## src/rtl/parking_gate_pkg.sv

```systemverilog
// Shared types and constants for the parking gate front-end.
package parking_gate_pkg;

    localparam int unsigned SYNC_STAGES = 2;

    typedef enum logic [2:0] {
        IDLE,
        IN_A,
        IN_AB,
        IN_B,
        OUT_B,
        OUT_BA,
        OUT_A,
        ABORT
    } gate_state_t;

endpackage

```

## src/rtl/gate_direction_detector_if.sv

```systemverilog
// Beam-sensor / pulse bundle for one lane's direction detector.
// fault and fault_clr exist only when GATE_FAULT_EN is defined.
interface gate_direction_detector_if;

    logic beam_a_raw;
    logic beam_b_raw;
    logic entry_pulse;
    logic exit_pulse;
    logic lane_busy;
`ifdef GATE_FAULT_EN
    logic fault;
    logic fault_clr;

    modport master (
        output beam_a_raw, beam_b_raw, fault_clr,
        input  entry_pulse, exit_pulse, lane_busy, fault
    );
    modport slave (
        input  beam_a_raw, beam_b_raw, fault_clr,
        output entry_pulse, exit_pulse, lane_busy, fault
    );
`else
    modport master (
        output beam_a_raw, beam_b_raw,
        input  entry_pulse, exit_pulse, lane_busy
    );
    modport slave (
        input  beam_a_raw, beam_b_raw,
        output entry_pulse, exit_pulse, lane_busy
    );
`endif

endinterface

```

## src/rtl/sensor_debounce.sv

```systemverilog
// Synchroniser plus stable-count debouncer for one raw beam sensor.
module sensor_debounce
    import parking_gate_pkg::*;
#(
    parameter int unsigned DEBOUNCE_CYCLES = 4
) (
    input  logic clk,
    input  logic reset,
    input  logic raw,
    output logic level
);

    localparam int unsigned CntW = $clog2(DEBOUNCE_CYCLES + 1);

    logic [SYNC_STAGES-1:0] sync_q;
    logic                   synced;
    logic [CntW-1:0]        cnt_q, cnt_d;
    logic                   level_q, level_d;

    assign synced = sync_q[SYNC_STAGES-1];

    always_comb begin
        cnt_d   = '0;
        level_d = level_q;
        if (synced != level_q) begin
            if (cnt_q == CntW'(DEBOUNCE_CYCLES - 1)) begin
                level_d = synced;
            end else begin
                cnt_d = cnt_q + CntW'(1);
            end
        end
    end

    always_ff @(posedge clk or negedge reset) begin
        if (!reset) begin
            sync_q  <= '0;
            cnt_q   <= '0;
            level_q <= 1'b0;
        end else begin
            sync_q  <= {sync_q[SYNC_STAGES-2:0], raw};
            cnt_q   <= cnt_d;
            level_q <= level_d;
        end
    end

    assign level = level_q;

endmodule

```

## src/rtl/gate_direction_detector.sv

```systemverilog
// Beam-order decoder for one lane: debounced A/B levels drive an entry/exit FSM with timeout.
// Define GATE_FAULT_EN to expose the sticky fault flag and its clear input.
module gate_direction_detector
    import parking_gate_pkg::*;
#(
    parameter int unsigned DEBOUNCE_CYCLES = 4,
    parameter int unsigned TIMEOUT_CYCLES  = 64
) (
    input logic                      clk,
    input logic                      reset,
    gate_direction_detector_if.slave gate
);

    localparam int unsigned DwellW = $clog2(TIMEOUT_CYCLES + 1);

    logic              a, b;
    gate_state_t       state_q, state_d;
    logic [DwellW-1:0] dwell_q, dwell_d;
    logic              entry_q, entry_d;
    logic              exit_q, exit_d;

    sensor_debounce #(.DEBOUNCE_CYCLES(DEBOUNCE_CYCLES)) u_deb_a (
        .clk  (clk),
        .reset(reset),
        .raw  (gate.beam_a_raw),
        .level(a)
    );

    sensor_debounce #(.DEBOUNCE_CYCLES(DEBOUNCE_CYCLES)) u_deb_b (
        .clk  (clk),
        .reset(reset),
        .raw  (gate.beam_b_raw),
        .level(b)
    );

    always_comb begin
        state_d = state_q;
        entry_d = 1'b0;
        exit_d  = 1'b0;
        unique case (state_q)
            IDLE: case ({a, b})
                2'b10:   state_d = IN_A;
                2'b01:   state_d = OUT_B;
                2'b11:   state_d = ABORT;
                default: state_d = IDLE;
            endcase
            IN_A: case ({a, b})
                2'b11:   state_d = IN_AB;
                2'b00:   state_d = IDLE;
                2'b01:   state_d = ABORT;
                default: state_d = IN_A;
            endcase
            IN_AB: case ({a, b})
                2'b01:   state_d = IN_B;
                2'b10:   state_d = IN_A;
                2'b00:   state_d = ABORT;
                default: state_d = IN_AB;
            endcase
            IN_B: case ({a, b})
                2'b00: begin
                    state_d = IDLE;
                    entry_d = 1'b1;
                end
                2'b11:   state_d = IN_AB;
                2'b10:   state_d = ABORT;
                default: state_d = IN_B;
            endcase
            OUT_B: case ({a, b})
                2'b11:   state_d = OUT_BA;
                2'b00:   state_d = IDLE;
                2'b10:   state_d = ABORT;
                default: state_d = OUT_B;
            endcase
            OUT_BA: case ({a, b})
                2'b10:   state_d = OUT_A;
                2'b01:   state_d = OUT_B;
                2'b00:   state_d = ABORT;
                default: state_d = OUT_BA;
            endcase
            OUT_A: case ({a, b})
                2'b00: begin
                    state_d = IDLE;
                    exit_d  = 1'b1;
                end
                2'b11:   state_d = OUT_BA;
                2'b01:   state_d = ABORT;
                default: state_d = OUT_A;
            endcase
            ABORT: state_d = ({a, b} == 2'b00) ? IDLE : ABORT;
            default: state_d = ABORT;
        endcase

        // A stalled sequence is abandoned even if an edge arrives on the same cycle.
        if (state_q != IDLE && state_q != ABORT && dwell_q == DwellW'(TIMEOUT_CYCLES)) begin
            state_d = ABORT;
            entry_d = 1'b0;
            exit_d  = 1'b0;
        end
    end

    always_comb begin
        dwell_d = dwell_q;
        if (state_d != state_q) begin
            dwell_d = '0;
        end else if (dwell_q != DwellW'(TIMEOUT_CYCLES)) begin
            dwell_d = dwell_q + DwellW'(1);
        end
    end

    always_ff @(posedge clk or negedge reset) begin
        if (!reset) begin
            state_q <= IDLE;
            dwell_q <= '0;
            entry_q <= 1'b0;
            exit_q  <= 1'b0;
        end else begin
            state_q <= state_d;
            dwell_q <= dwell_d;
            entry_q <= entry_d;
            exit_q  <= exit_d;
        end
    end

    assign gate.entry_pulse = entry_q;
    assign gate.exit_pulse  = exit_q;
    assign gate.lane_busy   = (state_q != IDLE);

`ifdef GATE_FAULT_EN
    logic fault_q;

    always_ff @(posedge clk or negedge reset) begin
        if (!reset) begin
            fault_q <= 1'b0;
        end else if (state_d == ABORT && state_q != ABORT) begin
            fault_q <= 1'b1;
        end else if (gate.fault_clr) begin
            fault_q <= 1'b0;
        end
    end

    assign gate.fault = fault_q;
`endif

endmodule

```

## src/flat_wrapper.sv

```systemverilog
// flat-port wrapper written by rule: the top's interface ports become plain ports
module gate_direction_detector_flat import parking_gate_pkg::*;
#(
    parameter int unsigned DEBOUNCE_CYCLES = 4,
    parameter int unsigned TIMEOUT_CYCLES  = 64
)
  (clk, reset, gate_beam_a_raw, gate_beam_b_raw, gate_entry_pulse, gate_exit_pulse, gate_lane_busy);
  gate_direction_detector_if gate_i ();
  input logic clk;
  input logic reset;
  input wire logic [$bits(gate_i.beam_a_raw)-1:0] gate_beam_a_raw;
  input wire logic [$bits(gate_i.beam_b_raw)-1:0] gate_beam_b_raw;
  output wire logic [$bits(gate_i.entry_pulse)-1:0] gate_entry_pulse;
  output wire logic [$bits(gate_i.exit_pulse)-1:0] gate_exit_pulse;
  output wire logic [$bits(gate_i.lane_busy)-1:0] gate_lane_busy;
  assign gate_i.beam_a_raw = gate_beam_a_raw;
  assign gate_i.beam_b_raw = gate_beam_b_raw;
  assign gate_entry_pulse = gate_i.entry_pulse;
  assign gate_exit_pulse = gate_i.exit_pulse;
  assign gate_lane_busy = gate_i.lane_busy;
  gate_direction_detector #(.DEBOUNCE_CYCLES(DEBOUNCE_CYCLES), .TIMEOUT_CYCLES(TIMEOUT_CYCLES)) u_core (.clk(clk), .reset(reset), .gate(gate_i));
endmodule
```

## config.mk

```make
export PLATFORM = sky130hd
export DESIGN_NAME = gate_direction_detector_flat
export DESIGN_NICKNAME = d
export VERILOG_FILES = /design/src/rtl/parking_gate_pkg.sv /design/src/rtl/gate_direction_detector_if.sv /design/src/rtl/sensor_debounce.sv /design/src/rtl/gate_direction_detector.sv /design/src/flat_wrapper.sv
export SDC_FILE = /design/constraint.sdc
export NUM_CORES = 1
export LEC_CHECK = 0
export BUFFER_PORTS_ARGS = -buffer_cell sky130_fd_sc_hd__buf_2
export CAP_MARGIN = 5
export CORE_UTILIZATION = 52
export CTS_CLUSTER_SIZE = 25
export DETAILED_ROUTE_END_ITERATION = 16
export GPL_TIMING_DRIVEN = 1
export PLACE_DENSITY = 0.7
export SLEW_MARGIN = 0
export SYNTH_ARGS = -nofsm -noshare
export SYNTH_HDL_FRONTEND = slang
export SYNTH_SLANG_ARGS = --single-unit
```

## constraint.sdc

```tcl
create_clock -name clk -period 3.6 [get_ports clk]
set_input_delay 0.36 -clock clk [delete_from_list [all_inputs] [get_ports clk]]
set_output_delay 0.36 -clock clk [all_outputs]
set_load 0.01 [all_outputs]
```

======== Word level (Yosys, flattened, before mapping) ========
Cells that the tools add are included.
storage, ports and cells
  register bits ........................... 24
  logic and storage cells ................. 60
  bits of input ports ..................... 4
  output and inout bits ................... 3
cells by class
  muxes and demuxes ....................... 21
  add/sub/neg operators ................... 3
  reduce and logical (&&, ||, !) cells .... 8
  equal/unequal tests ..................... 18
operators by type and width
  cell                                                 count
  case mux 3 bit (3 select lines)                      6
  case mux 3 bit (8 select lines)                      1
  two-way mux 3 bit                                    6
  two-way mux 7 bit                                    2
  equality test 3 x 2 -> 1 bit, second input constant  4
  equality test 3 bit, second input constant           4
  adder 7 x 1 -> 7 bit, second input constant          1
  equality test 7 bit, second input constant           1
  inequality test 7 bit, second input constant         1
  adder 3 x 1 -> 3 bit, second input constant          2
  case mux 2 bit (3 select lines)                      1
  two-way mux 1 bit                                    5
  equality test 2 bit, second input constant           2
  AND reduction 2 bit                                  2
  equality test 3 x 1 -> 1 bit, second input constant  1
  logical NOT 3 bit                                    1
  inequality test 3 bit                                1
  inequality test 3 bit, second input constant         1
  nonzero test 3 bit                                   1
  equality test 2 x 1 -> 1 bit, second input constant  1
  logical AND 1 bit                                    2
  logical NOT 2 bit                                    1
  inequality test 1 bit                                2
  nonzero test 2 bit                                   1

======== Logic depth before layout (Yosys ltp) ========
  depth after elaboration ................. 6
  mapped depth ............................ 8

======== By module ========
A second synthesis with hierarchy kept.
unflattened totals
  cells, all modules ...................... 140
  area total of the unflattened synthesis .. 1456.4 µm²
modules (own cells, without submodules)
  module                   sequential area each (µm²)  times used  area each (µm²)  cells each
  gate_direction_detector  300.3                       1           1023.5           114
  sensor_debounce          150.1                       2           216.5            13

======== Least setup slack after synthesis ========
OpenSTA, ideal clock, no wires.
  path kind ............................... register -> register
  start ................................... register u_core.u_deb_b.level_q, in the netlist u_core.u_deb_b.level
  end ..................................... register u_core.dwell_q[0]
  arrival time ............................ 1.821 ns
  path slack .............................. 1.646 ns
  stages on the path, launching flop included .. 8
  cells stage by stage .................... dfrtp_1 ha_1 nor4b_1 a2111oi_4 nand2_1 a21boi_0 o2bb2ai_2 nor3_1
on the way
  longest elaborated chain between the ends .. 6
  elaborated cells between the ends (all ways) .. 17
  those cells by class .................... eq/ne (4); mux (11); reduce/logical (2)
RTL lines
  what                                                            line                            RTL
  start: declaration                                              sensor_debounce.sv:18           logic level_q, level_d;
  start signal: assignment                                        sensor_debounce.sv:42           level_q <= level_d;
  equality test 2 x 1 -> 1 bit (tied with other cells)            -
  case mux 3 bit (3 select lines) (tied with other cells)         gate_direction_detector.sv:80   OUT_A: case ({a, b})
  case mux 3 bit (8 select lines) (*)                             gate_direction_detector.sv:40   unique case (state_q)
  two-way mux 3 bit (*)                                           gate_direction_detector.sv:94   if (state_q != IDLE && state_q != ABORT && dwell_q == DwellW'(TIMEOUT_CYCLES)) begin
  inequality test 3 bit (*)                                       gate_direction_detector.sv:103  if (state_d != state_q) begin
  two-way mux 7 bit / nonzero test 2 bit (equally long branches)  -
  end signal: assignment                                          gate_direction_detector.sv:118  dwell_q <= dwell_d;
  end: declaration                                                gate_direction_detector.sv:18   logic [DwellW-1:0] dwell_q, dwell_d;
Every way passes the cells marked *; elsewhere a longest branch is shown, timed or not.
A chain may end at the register's enable or synchronous reset.

======== Worst setup path after layout ========
  start ................................... register u_core.u_deb_b.level_q, in the netlist u_core.u_deb_b.level
  end ..................................... register u_core.dwell_q[6]
Same word-level chain as after synthesis.

==> impl_summary.log <==
[metrics] fin. max-slew vios: 0
[metrics] Clock Sinks: 24
[metrics] vias after detailed routing: 981
[metrics] number of antenna violations at the first check in global routing: 0
[metrics] Clk Tree Root Cell: clkbuf_4
[metrics] overall power consumption: 1.200 mW
[metrics] Period Utilization, post-route: 63.48%
[metrics] Hold Slack: 135.3 ps
[metrics] Post-CTS Setup Inserts: 0
[metrics] startpoint kind of the worst setup timing path: flip-flop
[metrics] clock transition at the register clock pins on the worst setup and hold paths after CTS: 130 ps
[metrics] hold path startpoint: gate_beam_b_raw
[metrics] final setup vio count: 0
[metrics] number of nets in the layout: about 150
[metrics] worst ir drop on vdd: 0.4744 mV
[metrics] DRC violation count after routing: 0
[metrics] worst-case setup margin in the final layout: 1315 ps
[metrics] Yosys warning count: 0
[metrics] fraction of layout cells with a size suffix above 1: 13.14%
[metrics] effective utilization at floorplan: between 50% and 60%
[metrics] hold buffers post-CTS: 1
[metrics] global-route wire length before repair: 4374 um
[metrics] worst setup timing slack at the placement stage: 1358 ps
[metrics] vias in the first global route: 978
[metrics] sequential standard cell area: 600.6 um^2
[metrics] final estimated routing congestion in global placement: 0.8414
[metrics] clock tree from TritonCTS: yes
[metrics] distinct cell type count after synthesis: 41
[metrics] number of flops mapped to enable cells by yosys: 0
[metrics] peak clock frequency supported by timing: 437.6 MHz
[metrics] Critical Path RT: 3800 ps
[metrics] Finished Core Util: between 50% and 60%
[metrics] Critical Path End Type: flip-flop
[metrics] Clk Latency, worst-skew pair: 320 ps
[metrics] Post-Route WL: 2413 um
[metrics] P per Cell Area: 815.3 nW/um^2
[metrics] Post-Place Cell Area: 1409 um^2
[metrics] final antenna diode count: 0
[metrics] Mapped Area: between 1000 and 1500 um^2
[metrics] most common cell after layout, fill and taps aside: dfrtp_1
[metrics] result of the run: complete, no violations
[metrics] # IOs: 7
[metrics] worst setup path endpoint: u_core.dwell_q[6]$_DFFE_PN0P_
[metrics] cell count after synthesis: 130
[metrics] number of max-cap violations: 0
[metrics] final instance area: 1471 um^2
[metrics] launch point of the critical path: u_core.u_deb_b.level$_DFFE_PN0P_
[metrics] transition at the pin with the smallest max-transition slack: 557.2 ps
[metrics] worst-case headroom to the max-slew limit: 62.85%
[metrics] DIE WIDTH: 53.14 um
[metrics] Max clock buf depth: 2
[metrics] maximum net fanout on the critical path: 7
[metrics] post-CTS sizing: 0
[metrics] post-detailed-placement half-perimeter wirelength: between 1500 and 2000 um
[metrics] fin cells: 167
[metrics] Total GRT Usage: 22.18%
[metrics] Routed wire per std cell: 14.45 um
[metrics] Area Overhead vs Synth: 8.188%
[metrics] logic depth of the worst register-to-register path: 7
[metrics] Port-buffer cells: 6
[metrics] async set or reset register ratio after synthesis: 100.0%
[metrics] floorplan die area: between 2000 and 3000 um^2
[metrics] worst clock skew on the final layout: 3.025 ps
[metrics] average cell area after synthesis: around 10 um^2
[metrics] maximum number of pins on one net before global-route repair: 25
[metrics] placed insts: 162
[metrics] launch point of the worst reg-to-reg path: u_core.u_deb_b.level$_DFFE_PN0P_
[metrics] sequential cell area fraction in the yosys report: 44.16%
[metrics] count of filler cells inserted in the layout: ~220
[metrics] final-report hold violation count: 0
[metrics] leakage power total: 0.6666 nW
[metrics] post-synthesis register bit count: 24
[metrics] endpoint of the most critical register-to-register path: u_core.dwell_q[6]$_DFFE_PN0P_
[metrics] Hold Path Class: primary input to flip-flop
[metrics] data arrival time of the worst path: 2490 ps
[metrics] Final TNS setup: 0 ps
[metrics] RSZ-0062 raised after global routing: no
[metrics] leftover overflow at the end of global routing: 0
[metrics] area of the multi-input gates: 710.7 um^2
[metrics] Std-Cell Core Area: 2477 um^2
[metrics] number of optimization iterations in the first detailed-route pass: 4
[metrics] commonest cells after routing, fill and taps aside: dfrtp_1, nor3_1, ha_1
[metrics] final critical path time including I/O delays and setup: 2285 ps
[metrics] startpoint-to-endpoint class of the critical path: flip-flop to flip-flop
[metrics] most used flip-flop cell after synthesis: dfrtp_1
[metrics] Mapped Nets: 145
[metrics] vertical die dimension: 53.14 um
[metrics] # H-tree levels: 1
[metrics] R2R setup slack: 1310 ps
[metrics] clock buffer count from CTS: 3
[metrics] via/cell ratio: about 5.9
[metrics] count of antenna-violating nets left after detailed routing: 0
[metrics] row cnt: 18
[metrics] initial drt markers: 6
==> sequential cells by signal, indices dropped and copies added, names as in the netlist <==
| signal | flops |
|---|---|
| u_core.u_deb_b.level | 1 |
| u_core.u_deb_b.sync_q | 2 |
| u_core.u_deb_a.level | 1 |
| u_core.u_deb_a.sync_q | 2 |
| u_core.gate.entry_pulse | 1 |
| u_core.u_deb_a.cnt_q | 3 |
| u_core.dwell_q | 7 |
| u_core.u_deb_b.cnt_q | 3 |
| u_core.gate.exit_pulse | 1 |
| u_core.state_q | 3 |
==> metal layers <==
layer  global-route usage [%]  wire, um  vias to the layer above  part of all wire [%]
met1                    27.69      1043                      484                    43
li1                         -         -                      472                     -
met4                    7.456        41                        0                   1.7
met5                        0         0                        -                     0
met2                    36.08      1244                       19                    52
met3                    6.897        83                        6                   3.4
==> layout make-up <==
type	instances	area share [%]
clock inverters	1	2.041
well taps	30	2.551
clock buffers	3	1.531
inverters	8	2.041
flip-flops and latches	24	40.82
multi-input cells	94	48.30
repair buffers	7	2.721
==> power by group <==
| group | internal (mW) | switching, mW |
|---|---|---|
| sequential | 0.329 | 0.0995 |
| clock | 0.113 | 0.0828 |
| combinational | 0.244 | 0.332 |
| total | 0.685 | 0.514 |
==> how the worst min path moves through the flow <==
| stage | to | slack (ps) | cells after the start |
|---|---|---|---|
| floorplan | u_core.dwell_q[0]$_DFFE_PN0P_ | 60 | 0 |
| global placement | u_core.u_deb_a.sync_q[1]$_DFF_PN0_ | 330 | 0 |
| detailed placement | u_core.u_deb_a.sync_q[1]$_DFF_PN0_ | 340 | 0 |
| CTS | u_core.u_deb_a.sync_q[0]$_DFF_PN0_ | 110 | 1 |
| global route | u_core.u_deb_a.sync_q[0]$_DFF_PN0_ | 100 | 1 |
| finish | u_core.u_deb_b.sync_q[0]$_DFF_PN0_ | 140 | 1 |
==> critical path, cell delays in order (launching register included) <==
cell,delay [ps]
dfrtp_1,470
ha_1,310
nor4b_1,520
a2111oi_4,100
nand2_1,90
a21boi_0,300
o2bb2ai_2,250
nor3_1,120
==> cell usage after synthesis (all sizes together) (2+ instances only) <==
library cell	n	area, um^2
xor2	6	60.06
ha	11	137.6
nor2	5	18.77
a21oi	2	10.01
mux2i	2	20.02
o21ai	5	25.02
nor4b	2	32.53
nand2	11	43.80
nor2b	4	25.02
dfrtp	24	600.6
a21o	2	16.27
xnor2	3	26.28
nor3	11	55.05
nand3	8	40.04
buf	3	15.01
nor3b	3	22.52
inv	8	30.03
a2111oi	2	36.29
==> cells by family (layout without fill, tap and decap cells) <==
group / Yosys count / count (layout) / share of synthesized area (%)
simple gates: 52 / 52 / 21.81
flops: 24 / 24 / 44.16
compound gates: 20 / 20 / 12.51
buf+inv: 12 / 19 / 3.587
fa+ha+maj: 11 / 11 / 10.12
xor+xnor: 9 / 9 / 6.348
mux: 2 / 2 / 1.472
Note: power is estimated with default switching activity, not from simulation.
